### src/rtl/ln_dat_out_axi_writer.sv
// AXI4 write master draining the LN/RMSNorm result stream to HBM in feature-map order:
// one pixel per beat, rows split into INCR bursts that never cross a line.
module ln_dat_out_axi_writer #(
    parameter int AXI_DW    = 256,
    parameter int AXI_AW    = 32,
    parameter int ID_W      = 4,
    parameter int PIX_BYTES = 32,
    parameter int MAX_BURST = 16,
    parameter int DIM_W     = 16
) (
    input  logic                  clk,
    input  logic                  rst_n,
    input  logic                  start,
    input  logic [DIM_W-1:0]      win,
    input  logic [DIM_W-1:0]      hin,
    input  logic [DIM_W-1:0]      ch_groups,
    input  logic [AXI_AW-1:0]     base_addr,
    input  logic [AXI_AW-1:0]     surface_stride,
    input  logic [AXI_AW-1:0]     line_stride,
    input  logic                  s_valid,
    output logic                  s_ready,
    input  logic [AXI_DW-1:0]     s_data,
    output logic                  m_awvalid,
    input  logic                  m_awready,
    output logic [AXI_AW-1:0]     m_awaddr,
    output logic [7:0]            m_awlen,
    output logic [2:0]            m_awsize,
    output logic [1:0]            m_awburst,
    output logic [ID_W-1:0]       m_awid,
    output logic                  m_wvalid,
    input  logic                  m_wready,
    output logic [AXI_DW-1:0]     m_wdata,
    output logic [AXI_DW/8-1:0]   m_wstrb,
    output logic                  m_wlast,
    input  logic                  m_bvalid,
    output logic                  m_bready,
    input  logic [1:0]            m_bresp,
    output logic                  busy,
    output logic                  done,
    output logic                  err
);

    localparam int SIZE_LOG2 = $clog2(PIX_BYTES);

    typedef enum logic [2:0] {
        S_IDLE,
        S_AW,
        S_W,
        S_B,
        S_DONE
    } state_t;

    state_t            state_q, state_d;
    logic [DIM_W-1:0]  win_q, win_d;
    logic [DIM_W-1:0]  hin_q, hin_d;
    logic [DIM_W-1:0]  cg_q, cg_d;
    logic [AXI_AW-1:0] ls_q, ls_d;
    logic [AXI_AW-1:0] ss_q, ss_d;
    logic [AXI_AW-1:0] surf_base_q, surf_base_d;
    logic [AXI_AW-1:0] line_base_q, line_base_d;
    logic [AXI_AW-1:0] addr_q, addr_d;
    logic [DIM_W-1:0]  w_rem_q, w_rem_d;
    logic [DIM_W-1:0]  h_q, h_d;
    logic [DIM_W-1:0]  g_q, g_d;
    logic [7:0]        len_q, len_d;
    logic [7:0]        beat_q, beat_d;
    logic              err_q, err_d;
    logic              busy_q, busy_d;
    logic              done_q, done_d;

    logic [DIM_W-1:0]  burst_beats;
    logic [7:0]        awlen_c;
    logic [AXI_AW-1:0] next_line_base;
    logic [AXI_AW-1:0] next_surf_base;

    // w_rem counts pixels of the current line not yet written; it drives the next burst length.
    always_comb begin
        if (w_rem_q > DIM_W'(MAX_BURST)) begin
            burst_beats = DIM_W'(MAX_BURST);
        end else begin
            burst_beats = w_rem_q;
        end
        awlen_c = 8'(burst_beats - DIM_W'(1));
    end

    assign next_line_base = line_base_q + ls_q;
    assign next_surf_base = surf_base_q + ss_q;

    always_comb begin
        state_d     = state_q;
        win_d       = win_q;
        hin_d       = hin_q;
        cg_d        = cg_q;
        ls_d        = ls_q;
        ss_d        = ss_q;
        surf_base_d = surf_base_q;
        line_base_d = line_base_q;
        addr_d      = addr_q;
        w_rem_d     = w_rem_q;
        h_d         = h_q;
        g_d         = g_q;
        len_d       = len_q;
        beat_d      = beat_q;
        err_d       = err_q;
        busy_d      = busy_q;
        done_d      = 1'b0;

        case (state_q)
            S_IDLE: begin
                if (start) begin
                    win_d       = win;
                    hin_d       = hin;
                    cg_d        = ch_groups;
                    ls_d        = line_stride;
                    ss_d        = surface_stride;
                    surf_base_d = base_addr;
                    line_base_d = base_addr;
                    addr_d      = base_addr;
                    w_rem_d     = win;
                    h_d         = '0;
                    g_d         = '0;
                    beat_d      = '0;
                    err_d       = 1'b0;
                    busy_d      = 1'b1;
                    if ((win == '0) || (hin == '0) || (ch_groups == '0)) begin
                        state_d = S_DONE;
                    end else begin
                        state_d = S_AW;
                    end
                end
            end

            S_AW: begin
                if (m_awready) begin
                    len_d   = awlen_c;
                    beat_d  = '0;
                    state_d = S_W;
                end
            end

            S_W: begin
                if (s_valid && m_wready) begin
                    beat_d  = beat_q + 8'd1;
                    addr_d  = addr_q + AXI_AW'(PIX_BYTES);
                    w_rem_d = w_rem_q - DIM_W'(1);
                    if (beat_q == len_q) begin
                        state_d = S_B;
                    end
                end
            end

            S_B: begin
                if (m_bvalid) begin
                    if (m_bresp != 2'b00) begin
                        err_d = 1'b1;
                    end
                    // addr_q already points past the last beat when the line continues.
                    if (w_rem_q != '0) begin
                        state_d = S_AW;
                    end else if (h_q != (hin_q - DIM_W'(1))) begin
                        h_d         = h_q + DIM_W'(1);
                        line_base_d = next_line_base;
                        addr_d      = next_line_base;
                        w_rem_d     = win_q;
                        state_d     = S_AW;
                    end else if (g_q != (cg_q - DIM_W'(1))) begin
                        g_d         = g_q + DIM_W'(1);
                        h_d         = '0;
                        surf_base_d = next_surf_base;
                        line_base_d = next_surf_base;
                        addr_d      = next_surf_base;
                        w_rem_d     = win_q;
                        state_d     = S_AW;
                    end else begin
                        state_d = S_DONE;
                    end
                end
            end

            S_DONE: begin
                busy_d  = 1'b0;
                done_d  = 1'b1;
                state_d = S_IDLE;
            end

            default: begin
                state_d = S_IDLE;
            end
        endcase
    end

    always_ff @(posedge clk or negedge rst_n) begin
        if (!rst_n) begin
            state_q     <= S_IDLE;
            win_q       <= '0;
            hin_q       <= '0;
            cg_q        <= '0;
            ls_q        <= '0;
            ss_q        <= '0;
            surf_base_q <= '0;
            line_base_q <= '0;
            addr_q      <= '0;
            w_rem_q     <= '0;
            h_q         <= '0;
            g_q         <= '0;
            len_q       <= '0;
            beat_q      <= '0;
            err_q       <= 1'b0;
            busy_q      <= 1'b0;
            done_q      <= 1'b0;
        end else begin
            state_q     <= state_d;
            win_q       <= win_d;
            hin_q       <= hin_d;
            cg_q        <= cg_d;
            ls_q        <= ls_d;
            ss_q        <= ss_d;
            surf_base_q <= surf_base_d;
            line_base_q <= line_base_d;
            addr_q      <= addr_d;
            w_rem_q     <= w_rem_d;
            h_q         <= h_d;
            g_q         <= g_d;
            len_q       <= len_d;
            beat_q      <= beat_d;
            err_q       <= err_d;
            busy_q      <= busy_d;
            done_q      <= done_d;
        end
    end

    // W channel is a zero-latency pass-through of the result stream.
    assign m_awvalid = (state_q == S_AW);
    assign m_awaddr  = addr_q;
    assign m_awlen   = (state_q == S_AW) ? awlen_c : 8'd0;
    assign m_awsize  = 3'(SIZE_LOG2);
    assign m_awburst = 2'b01;
    assign m_awid    = '0;
    assign m_wvalid  = (state_q == S_W) && s_valid;
    assign s_ready   = (state_q == S_W) && m_wready;
    assign m_wdata   = (state_q == S_W) ? s_data : '0;
    assign m_wstrb   = '1;
    assign m_wlast   = (state_q == S_W) && (beat_q == len_q);
    assign m_bready  = (state_q == S_B);
    assign busy      = busy_q;
    assign done      = done_q;
    assign err       = err_q;

endmodule

### config.mk
export PLATFORM = sky130hd
export DESIGN_NAME = ln_dat_out_axi_writer
export DESIGN_NICKNAME = d
export VERILOG_FILES = /design/src/rtl/ln_dat_out_axi_writer.sv
export SDC_FILE = /design/constraint.sdc
export NUM_CORES = 1
export LEC_CHECK = 0
export CORE_AREA = 4 4 294 296
export CTS_BUF_LIST = sky130_fd_sc_hd__clkbuf_4 sky130_fd_sc_hd__clkbuf_8
export CTS_CLUSTER_DIAMETER = 200
export CTS_CLUSTER_SIZE = 16
export DETAILED_ROUTE_END_ITERATION = 12
export DIE_AREA = 0 0 298 300
export GPL_ROUTABILITY_DRIVEN = 1
export SLEW_MARGIN = 0
export SYNTH_ARGS = -nofsm -noshare
export SYNTH_HDL_FRONTEND = slang
export SYNTH_SLANG_ARGS = --single-unit
export TNS_END_PERCENT = 30
### constraint.sdc
create_clock -name clk -period 3.47 [get_ports clk]
set_clock_uncertainty 0.1 [all_clocks]
set_input_delay 0.694 -clock clk [delete_from_list [all_inputs] [get_ports clk]]
set_output_delay 0.694 -clock clk [all_outputs]
set_load 0.01 [all_outputs]
# ---- Yosys cells after proc, flatten, opt, wreduce, memory -nomap -nowiden
# Index checks and enable logic that the tools add are counted.
dict set report totals {
  regBits 278
  inputBits 409
  output_inout_bits 345
  word_cells 124
}
dict set report classes {
  addsub 10
  magnitude_cmp 1
  n_eq_ne 17
  mux 54
  n_reduce_logical 25
}
# op count
set op_table {}
lappend op_table {{32-bit 2-to-1 mux} 9}
lappend op_table {{256-bit 2-to-1 mux} 1}
lappend op_table {{16-bit 2-to-1 mux} 15}
lappend op_table {{32-bit case mux with 2 select lines} 2}
lappend op_table {{32-bit case mux with 3 select lines} 1}
lappend op_table {{32-bit adder} 2}
lappend op_table {{16-bit case mux with 2 select lines} 2}
lappend op_table {{16-bit logical NOT} 3}
lappend op_table {{16-bit case mux with 3 select lines} 1}
lappend op_table {{16-bit by 1-bit subtractor with 16-bit output (second input constant)} 3}
lappend op_table {{8-bit 2-to-1 mux} 5}
lappend op_table {{16-bit by 1-bit adder with 16-bit output (second input constant)} 2}
lappend op_table {{32-bit by 6-bit adder with 32-bit output (second input constant)} 1}
lappend op_table {{16-bit inequality test} 2}
lappend op_table {{3-bit 2-to-1 mux} 9}
lappend op_table {{8-bit case mux with 3 select lines} 1}
lappend op_table {{16-bit by 5-bit > comparator with 1-bit output (second input constant)} 1}
lappend op_table {{16-bit nonzero test} 1}
lappend op_table {{3-bit case mux with 4 select lines} 1}
lappend op_table {{6-bit AND reduction} 2}
lappend op_table {{2-bit inequality test (second input constant)} 5}
lappend op_table {{5-bit AND reduction} 2}
lappend op_table {{8-bit by 1-bit adder with 8-bit output (second input constant)} 1}
lappend op_table {{8-bit == test} 1}
lappend op_table {{15 further kinds} 34}

# ---- Longest topological paths before layout
# Gate-level depths: netlist of the first run.
dict set report logic_depth {
  depth_word 7
  ltp_mapped 15
  mapped_depth_nobuf 13
}

# ---- Least setup slack after synthesis of the first run
# OpenSTA, ideal clock, no wires.
dict set report synth_timing {
  kind {register to register}
  startpoint {register ls_q[0]}
  endpoint {register addr_q[28] (netlist: m_awaddr[28])}
  setup_time_ps 141
  t_arrival_ps 2972
  required_ps 3229
  path_slack_ps 257
  stages_incl_launch_ff 14
  path_buffers 0
  synth_period_minus_slack_ps 3213
  cell_sequence {dfrtp_1 -> ha_1 -> inv_1 -> fa_1 -> nand2b_1 -> a21oi_1 -> o2111ai_1 -> a311oi_1 -> o21ai_0 -> o311ai_0 -> o31ai_1 -> xnor2_1 -> a2bb2oi_1 -> a31oi_1}
}
dict set report synth_via {
  elab_chain_cells 5
}
# element line_no
set synth_rtl {}
lappend synth_rtl {{start: declaration} 57} ;# logic [AXI_AW-1:0] ls_q, ls_d;
lappend synth_rtl {{start signal: assignment} 216} ;# ls_q <= ls_d;
lappend synth_rtl {{32-bit adder} 86} ;# assign next_line_base = line_base_q + ls_q;
lappend synth_rtl {{32-bit 2-to-1 mux} 160} ;# end else if (h_q != (hin_q - DIM_W'(1))) begin
lappend synth_rtl {{32-bit 2-to-1 mux} 158} ;# if (w_rem_q != '0) begin
lappend synth_rtl {{32-bit 2-to-1 mux} 153} ;# if (m_bvalid) begin
lappend synth_rtl {{32-bit case mux with 3 select lines} 108} ;# case (state_q)
lappend synth_rtl {{end signal: assignment} 220} ;# addr_q <= addr_d;
lappend synth_rtl {{end: declaration} 61} ;# logic [AXI_AW-1:0] addr_q, addr_d;
# Every way passes these cells. The select of a mux whose other input is x is not followed.
# A chain may end at the register's enable or synchronous reset.

# ---- Worst setup path after layout of the first run
dict set report layout_timing {
  startpoint {register w_rem_q[10]}
  endpoint {output port m_awlen[4]}
}
dict set report layout_via {
  elab_chain_cells 4
}
# element line_no
set layout_rtl {}
lappend layout_rtl {{start: declaration} 62} ;# logic [DIM_W-1:0] w_rem_q, w_rem_d;
lappend layout_rtl {{start signal: assignment} 221} ;# w_rem_q <= w_rem_d;
lappend layout_rtl {{16-bit by 5-bit > comparator with 1-bit output} 78} ;# if (w_rem_q > DIM_W'(MAX_BURST)) begin
lappend layout_rtl {{8-bit 2-to-1 mux} 78}
lappend layout_rtl {{8-bit by 1-bit subtractor with 8-bit output} 83} ;# awlen_c = 8'(burst_beats - DIM_W'(1));
lappend layout_rtl {{8-bit 2-to-1 mux} 235} ;# assign m_awlen = (state_q == S_AW) ? awlen_c : 8'd0;
lappend layout_rtl {{end: declaration} 26} ;# output logic [7:0] m_awlen,
# Every way passes these cells.

==> results of run 1 <==
[cells by family after synthesis]
family                     after synthesis
and+or+nand+nor                       1231
AOI/OAI and AO/OA                      542
DFF                                    278
buffers and inverters                  223
xor gates and xnor gates               128
adders and majority gates               72
muxes                                   17
other                                    2
[layout by cell type (no fill, tap or decap), drive strengths merged, types with 41 or more instances in the layout]
master / instances
a31oi: 59
nor2: 186
a21oi: 127
xor2: 61
ha: 70
clkdlybuf4s50: 527
and2: 268
conb: 41
o21ai: 147
dfrtp: 278
inv: 44
nand3: 43
buf: 223
dlygate4sd2: 70
nand2: 512
dlymetal6s2s: 91
xnor2: 67
[report_power, final]
part / internal [uW] / leakage, uW / switching, uW
registers: 4570 / 0.00341 / 1380
clock network: 556 / 0.000160 / 1210
logic: 8450 / 0.0114 / 11100
[critical path: stages (launching register included)]
cell	delay (ps)
dfrtp_1	400
or3_4	370
or3_4	350
nor3_4	140
and3_4	270
nand2_4	70
ha_4	180
nand2_4	80
xor2_4	160
nor2_1	50
buf_2	160
[registers in the layout, indices dropped and copies added, names as in the netlist, 32 cells and up]
name	flops
line_base_q	32
ls_q	32
m_awaddr	32
ss_q	32
surf_base_q	32
[repair_timing]
action	in CTS	in global routing
pin swaps	12	34
setup buffers	8	25
endpoints found under the setup margin	205	193
cloned	4	11
hold buffers	1	0
resized for setup	238	234
hold endpoints to repair	58	0
[how the worst min path moves through the flow]
stage | start | endpoint | slack (ps) | cells past startpoint
final | win_q[15] | win_q[15] | 390 | 2
after global routing | win_q[15] | win_q[15] | 410 | 2
after CTS | win_q[15] | win_q[15] | 390 | 2
after detailed placement | win_q[15] | win_q[15] | 360 | 2
after global placement | win_q[15] | win_q[15] | 350 | 2
after floorplan | rst_n | beat_q[0] | 300 | 0
[metal layers]
| layer | share of wire | global-route usage | up-vias |
|---|---|---|---|
| met5 | 0.0014 | 0 | - |
| met4 | 0.055 | 0.136 | 10 |
| met3 | 0.095 | 0.0844 | 136 |
| met2 | 0.43 | 0.393 | 1101 |
| met1 | 0.41 | 0.333 | 10800 |
| li1 | - | - | 10100 |
[metrics by stage]
step	TNS (ps)	setup slack, ps	hold WS, ps	total power [uW]
after floorplan	0	257	298	15600
after global placement	-749	-124	350	23600
after detailed placement	-894	-120	355	23700
after CTS	-1120	-218	386	25900
after global routing	-18480	-306	414	29000
final	-4610	-180	385	27300
[final cells by class]
| class | count | area (um^2) |
|---|---|---|
| fillers | 8581 | 52700 |
| multi-input cells | 2031 | 12400 |
| repair buffers | 926 | 9540 |
| flip-flops and latches | 278 | 6960 |
| well taps | 1080 | 1350 |
| clock buffers | 21 | 289 |
| inverters | 43 | 169 |
| diodes | 20 | 50.0 |
| clock inverters | 2 | 13.8 |
==> impl_results.md, run 1 <==
* Mean area per synthesized cell at 7.86 um^2
* Post-route cell area at 30800 um^2
* Leakage at 0.0150 uW
* Fmax at 274 MHz
* RSZ-0062 raised after global routing: true
* H-tree depth at 1
* Reg-to-reg endpoint: g_q[13]
* Register-to-register setup slack at -160 ps
* Crit Path Class: register to primary output
* Gr ovfl total at 0
* Clock buffer depth at 3
* CTS tree: built
* Number of synthesized register bits at 278
* TritonCTS Buffers at 21
* Ports at 754
* Clk_lat worst skew at 610 ps
* Max-cap check violation count at 0
* Initial Utilization at 0.235
* Area grow syn2layout at 57.2%
* Fin nets at 3782
* DP Cell Count at 4309
* Average wire per standard cell at 28.6 um
* Router iterations before antenna repair at 6
* Seq/Total Area, Yosys at 0.355
* Hold Vio Cnt, Final at 0
* Max Transition Viols Final at 0
* XOR/XNOR Fraction of Synth Area at 0.0572
* Endpoint class of the critical path: primary output
* Total track usage at 0.261
* CTS clk-pin slew, worst paths at 130 ps
* Slew HR at 0.420
* Synth cell count leaders: 512 x nand2_1, 278 x dfrtp_1, 267 x and2_1, 185 x nor2_1, 142 x o21ai_0
* Mapped cell area at 19600 um^2
* Adder-cell area share of the yosys netlist at 0.0467
* Setup violators final at 83
* Die Ht at 300 um
* Worst path arrival time at 2860 ps
* Vias per cell at 5.04
* Post-DP HPWL at 102 mm
* Yosys warning total at 0
* Fin cells at 4401
* Slew @ Worst Pin at 870 ps
* Final Wtd Congestion at 1.01
* Worst reg2reg startpoint: w_rem_q[10]
* Setup crit start: w_rem_q[10]
* Total routed wirelength at 126 mm
* Main combinational cell family by area after synthesis: simple AND/OR/NAND/NOR gates
* Highest net fanout along the worst path at 3
* Row count at 106
* Area fraction of the dominant cell type after synthesis at 0.355
* Post-layout min period at 3650 ps
* Largest net degree at the start of global routing at 76
* PortBufs at 712
* Area leader, netlist: dfrtp_1
* Critical path required time at 2680 ps
* Cells after Synth at 2493
* Antenna Violating Nets Remaining at 0
* Final core utilization at 0.369
* Layout cell share with drive strength beyond 1 at 0.132
* Mux contribution to synthesized area at 0.00894
* Core box area at 83600 um^2
* PwrDens at 885 nW/um^2
* DR iter-0 viols at 2005
* Die X-Extent at 298 um
* Synth unique cells at 82
* R2R cell count at 14
* Die Area at 89400 um^2
* Max IR drop VDD at 386 uV
* Post-synth EDFFs at 0
* Synth area leaders: dfrtp_1 35%, nand2_1 9.8%, and2_1 8.5%
* Post-synth top flop: dfrtp_1
* Period utilization at 1.05
* CP startpoint kind: register
* Most common cell in the netlist: nand2_1
* Initial antenna violation count at 38
* Failing checks: negative setup slack
* Final worst-path setup slack at -180 ps
* Vias in the first global route at 20.9k
* Clock Sinks at 278
* DR vias at 22.2k
* Global-route wire length before repair at 166 mm
* Compound-Gate Fraction of Synth Area at 0.175
* Post-synthesis simple-gate area fraction at 0.304
* Async set-reset flop share out of synthesis at 1.00
* Hold Path Class: register to register
* Run status: complete, but fails checks
* Post-DP Area at 28900 um^2
* Worst Setup EP: m_awlen[4]
* Drc violations at 0
* CTS root buffer: clkbuf_8
(Power assumes the default switching activity.)
==> run 2, diff against run 1 <==
Settings changed: PLACE_DENSITY from default to 0.51.
==> run 2 against run 1 <==
The flow still finishes with violations (negative setup slack). Via count grew 0.60%. Sequential power is essentially flat. Routed wire length grew 4.8%. Hold slack gained 4.8 ps. Critical path depth is the same. Register-to-register slack is essentially flat. Core utilization grew 0.43 points. Global-route usage grew 1.5 points. Maximum frequency shrank 0.37%. Sequential share of layout area shrank 0.26 points. First-iteration DRC count shrank 0.45%.
==> impl_results.md, run 2 (synthesis results as in run 1) <==
* Run status: complete, but fails checks
* Failing checks: negative setup slack
* Critical path required time at 2680 ps
* Layout cell share with drive strength beyond 1 at 0.122
* Final worst-path setup slack at -194 ps
* Initial antenna violation count at 54
* Total track usage at 0.276
* Vias in the first global route at 21.0k
* Router iterations before antenna repair at 6
* Fin Setup TNS at -5070 ps
* CTS root buffer: clkbuf_8
* Die Area at 89400 um^2
* Gr ovfl total at 0
* Clk_lat worst skew at 610 ps
* Setup violators final at 72
* Endpoint class of the critical path: primary output
* Most common cell after layout, fill and taps aside: clkdlybuf4s50_1
* Core box area at 83600 um^2
* Post-DP HPWL at 108 mm
* Clock Sinks at 278
* Leakage at 0.0151 uW
* Die X-Extent at 298 um
* CTS clk-pin slew, worst paths at 110 ps
* Fin nets at 3797
* Area grow syn2layout at 59.0%
* Post-DP Area at 28900 um^2
* PortBufs at 712
* Vias per cell at 4.99
* Worst path arrival time at 2870 ps
* Highest net fanout along the worst path at 4
* Crit Path Class: register to primary output
* Max Transition Viols Final at 0
* RSZ-0062 raised after global routing: true
* Initial Utilization at 0.235
* DR iter-0 viols at 1996
* CP startpoint kind: register
* Period utilization at 1.06
* Buffers & Inverters on Critical Path at 1
* Max IR drop VDD at 332 uV
* Average wire per standard cell at 29.5 um
* TritonCTS Buffers at 21
* Antenna Violating Nets Remaining at 0
* Clock buffer depth at 3
* PwrDens at 890 nW/um^2
* Crit-path cells: or3_4 > or3_4 > nor3_4 > and3_4 > nand2_2 > ha_4 > nand2_2 > xor2_2 > nor2_1 > buf_2
* Post-layout min period at 3660 ps
* Hold Vio Cnt, Final at 0
* Final Wtd Congestion at 1.03
* DR vias at 22.3k
* Ports at 754
* Row count at 106
* Global-route wire length before repair at 174 mm
* Final Power at 27700 uW
* Slew HR at 0.412
* Hold Path Class: register to register
* Max stage delay on crit path at 390 ps
* Register-to-register setup slack at -160 ps
* CTS tree: built
* Post-route cell area at 31200 um^2
* Die Ht at 300 um
* H-tree depth at 1
* Total routed wirelength at 132 mm
* CP top delay family: simple AND/OR/NAND/NOR gates
* Slowest-stage cell, CP: dfrtp_1
* Final core utilization at 0.373
* Max-cap check violation count at 0
* Largest net degree at the start of global routing at 80
* Fmax at 273 MHz
* Drc violations at 0
* Most frequent cells in the layout: 548 x clkdlybuf4s50_1, 500 x nand2_1, 277 x dfrtp_1, 236 x and2_1, 179 x nor2_1
* Slew @ Worst Pin at 883 ps
==> run 2: cell types whose count changed in the layout (fill, tap and decap cells not counted), sizes merged <==
| cell | change |
|---|---|
| clkdlybuf4s50 | +21 |
| buf | +3 |
| clkbuf | +3 |
| clkinv | -1 |
| diode | +57 |
| dlygate4sd2 | -26 |
| dlymetal6s2s | +15 |
| bufbuf | -1 |
==> run 2: power by group <==
part | leakage [uW] | internal, uW | switching (uW)
sequential | 0.00341 | 4570 | 1400
clock | 0.000158 | 557 | 1200
combinational | 0.0115 | 8880 | 11100
total | 0.0151 | 14000 | 13700
==> run 2: worst paths after layout <==
check,startpoint,endpoint,depth (start not counted)
worst max-delay path,w_rem_q[11],m_awlen[4],10
worst min-delay path,win_q[11],win_q[11],2
worst max register to register,w_rem_q[11],line_base_q[22],14
worst min register to register,win_q[11],win_q[11],2
max in group asynchronous,rst_n,state_q[1],3
min in group asynchronous,rst_n,ss_q[21],2
==> run 2: per-layer routing <==
metal  GRT usage  part of all wire  vias to the layer above
li1            -                 -                    10200
met1       0.359              0.42                    10900
met2       0.415              0.45                     1064
met3       0.100              0.10                      111
met4       0.111             0.026                       22
met5      0.0168            0.0024                        -
==> run 2: repair_timing <==
item,4_1_cts,5_1_grt
setup buffers,12,38
gates resized for setup,132,269
gates cloned,4,14
hold buffers,1,0
hold endpoints to repair,53,0
pin swaps,6,50
setup endpoints to repair,204,300
==> run 2: final cells by class <==
class | instances | area (um^2)
antenna | 77 | 193
clock buffer | 21 | 289
clock inverter | 1 | 11.3
fill | 8671 | 52400
inverter | 43 | 161
multi-input combinational | 2031 | 12300
sequential | 278 | 6960
tap | 1080 | 1350
timing repair buffer | 941 | 9860
==> run 2: worst min-delay path, cell delays in order (launching register included) <==
cell,delay (ps)
dfrtp_1,360
nand2_1,50
nand2_1,60
==> run 2: stage by stage <==
stage | hold WS (ps) | std cells | worst slack, ps
after floorplan | 298 | 2532 | 257
after global placement | 353 | 4305 | -101
after detailed placement | 363 | 4305 | -154
after CTS | 393 | 4344 | -234
after global routing | 413 | 4460 | -262
final | 390 | 4472 | -194
==> run 3, diff against run 2 <==
Settings changed: ABC_AREA from default to 1, CORE_AREA 4 4 294 296 to 4 4 288 290, DIE_AREA 0 0 298 300 to 0 0 292 294, PLACE_DENSITY 0.51 to 0.56.
==> run 3 against run 2 <==
The run now ends clean. Hold slack lost 3.2 ps. Clock power about the same. Via count rose by 15%. Register-to-register slack better by 480 ps. Non-clock buffer count is 156 lower. Combinational power decreased by 11%. Area after synthesis up 14%. Sequential share of layout area fell by 0.19 points. Cell count up 22%.
==> impl_results.md, run 3 <==
* Most frequent cells in the layout: 1313 x nand2_1, 679 x clkdlybuf4s50_1, 560 x inv_1, 504 x nor2_1, 276 x dfrtp_1
* Die Ht at 294 um
* Largest net degree at the start of global routing at 148
* Hold Path Origin: surf_base_q[0]
* Yosys warning total at 0
* Antenna Violating Nets Remaining at 0
* Post-layout min period at 3400 ps
* CP startpoint kind: register
* Crit-path cells: inv_1 > nor2_4 > nand2_8 > buf_16 > buf_4 > nor2_1 > clkdlybuf4s50_1
* Endpoint class of the critical path: primary output
* CTS root buffer: clkbuf_8
* DR iter-0 viols at 2204
* Die X-Extent at 292 um
* Area leader, netlist: dfrtp_1
* Area grow syn2layout at 40.2%
* Ports at 754
* Slew HR at 0.203
* Synth cell count leaders: 1317 x nand2_1, 563 x inv_1, 511 x nor2_1, 278 x dfrtp_1, 202 x nand3_1
* Highest net fanout along the worst path at 29
* DR vias at 25.7k
* Final worst-path setup slack at 70.9 ps
* DP Cell Count at 5412
* Final core utilization at 0.392
* PwrDens at 820 nW/um^2
* Vias in the first global route at 24.4k
* Gr ovfl total at 0
* Mean area per synthesized cell at 6.06 um^2
* Period utilization at 0.980
* Total track usage at 0.268
* Clock Sinks at 278
* Worst path arrival time at 2610 ps
* Async set-reset flop share out of synthesis at 1.00
* Slew @ Worst Pin at 1190 ps
* Slowest-stage cell, CP: clkdlybuf4s50_1
* Fin cells at 5466
* Vias per cell at 4.71
* Number of synthesized register bits at 278
* Most common cell in the netlist: nand2_1
* Clock buffer depth at 3
* Hold Path Class: register to register
* Worst reg2reg startpoint: cg_q[0]
* Synth area leaders: dfrtp_1 31%, nand2_1 22%, inv_1 9.4%
* Router iterations before antenna repair at 6
* Post-DP HPWL at 101 mm
* Drc violations at 0
* Crit Path Class: register to primary output
* RSZ-0062 raised after global routing: true
* Row count at 104
* Layout cell share with drive strength beyond 1 at 0.0394
* Post-synth top flop: dfrtp_1
* Area fraction of the dominant cell type after synthesis at 0.310
* Mapped cell area at 22400 um^2
* PortBufs at 712
* Place WS at -108 ps
* Fmax at 294 MHz
* Critical path required time at 2680 ps
* Run status: complete, no violations
* Max stage delay on crit path at 600 ps
* Die Area at 85800 um^2
* Average wire per standard cell at 22.2 um
* CTS tree: built
* Post-synth EDFFs at 0
* Final Wtd Congestion at 0.978
* Leakage at 0.0162 uW
* Max IR drop VDD at 481 uV
* Setup crit start: state_q[1]
* CTS clk-pin slew, worst paths at 120 ps
* Core box area at 80300 um^2
* Seq/Total Area, Yosys at 0.310
* Global-route wire length before repair at 171 mm
* Hold Vio Cnt, Final at 0
* Cells after Synth at 3701
* H-tree depth at 1
* Initial antenna violation count at 35
* Setup violators final at 0
* Total routed wirelength at 121 mm
* Max-cap check violation count at 0
* Hold Slack at 387 ps
* Initial Utilization at 0.279
* Clk_lat worst skew at 640 ps
* TritonCTS Buffers at 21
* Max Transition Viols Final at 0
* Fin nets at 4867
* Synth unique cells at 46
* Most common cell after layout, fill and taps aside: nand2_1
[run 3: path summary, 6_finish.rpt]
| path | endpoint | slack (ps) | cells past startpoint |
|---|---|---|---|
| min in group asynchronous | ss_q[12] | 560 | 2 |
| worst min-delay path | surf_base_q[0] | 390 | 2 |
| max in group asynchronous | surf_base_q[5] | 1870 | 3 |
| worst min register to register | surf_base_q[0] | 390 | 2 |
| worst max register to register | w_rem_q[3] | 320 | 16 |
| worst max-delay path | m_wdata[32] | 70 | 7 |
[run 3: layer usage]
metal,global-route usage,up-vias,wire (um)
met3,0.0700,145,9740
li1,-,12700,-
met2,0.403,951,51900
met4,0.120,2,6050
met5,0,-,19
met1,0.363,12000,53400
[run 3: what timing repair did]
| action | in CTS | in global routing |
|---|---|---|
| buffers inserted | 3 | 5 |
| endpoints found under the hold margin | 69 | 0 |
| pin swaps | 2 | 5 |
| resized for setup | 44 | 28 |
| setup endpoints to repair | 141 | 19 |
| hold buffers | 1 | 0 |
| gates cloned | 1 | 1 |
[run 3: stage by stage]
step	total power, uW	instance area, um^2	TNS [ps]
after floorplan	16500	22600	0
after global placement	23600	30900	-403
after detailed placement	23600	30900	-694
after CTS	25600	31200	-147
after global routing	28100	31400	-37.9
final	25800	31400	0
[run 3: critical path, delay by kind of cell, from the launching register on]
| kind | cells | cell delay (ps) |
|---|---|---|
| AND/OR/NAND/NOR | 3 | 450 |
| flip-flops | 1 | 380 |
| buffers and inverters | 4 | 1130 |
[run 3: power breakdown]
group | switching, uW | internal (uW) | leakage [uW]
Combinational | 11300 | 6620 | 0.0125
Clock | 1220 | 570 | 0.000162
Sequential | 1450 | 4600 | 0.00351
[run 3: final cells by class]
cell class                      instances  area [um^2]
Antenna cell                           19         47.5
Fill cell                            8743        48800
Sequential cell                       278         6960
Tap cell                             1060         1330
Timing Repair Buffer                  785         7890
Multi-Input combinational cell       2727        12800
Clock buffer                           22          297
Clock inverter                          2         18.8
Inverter                              573         2150
[run 3: cell families after synthesis]
family | after synthesis | share of synthesized area
buffers and inverters | 735 | 0.132
adders and majority gates | 72 | 0.0408
xor gates and xnor gates | 92 | 0.0359
other | 2 | 0.000335
DFF | 278 | 0.310
AOI/OAI and AO/OA | 286 | 0.0694
and+or+nand+nor | 2236 | 0.411
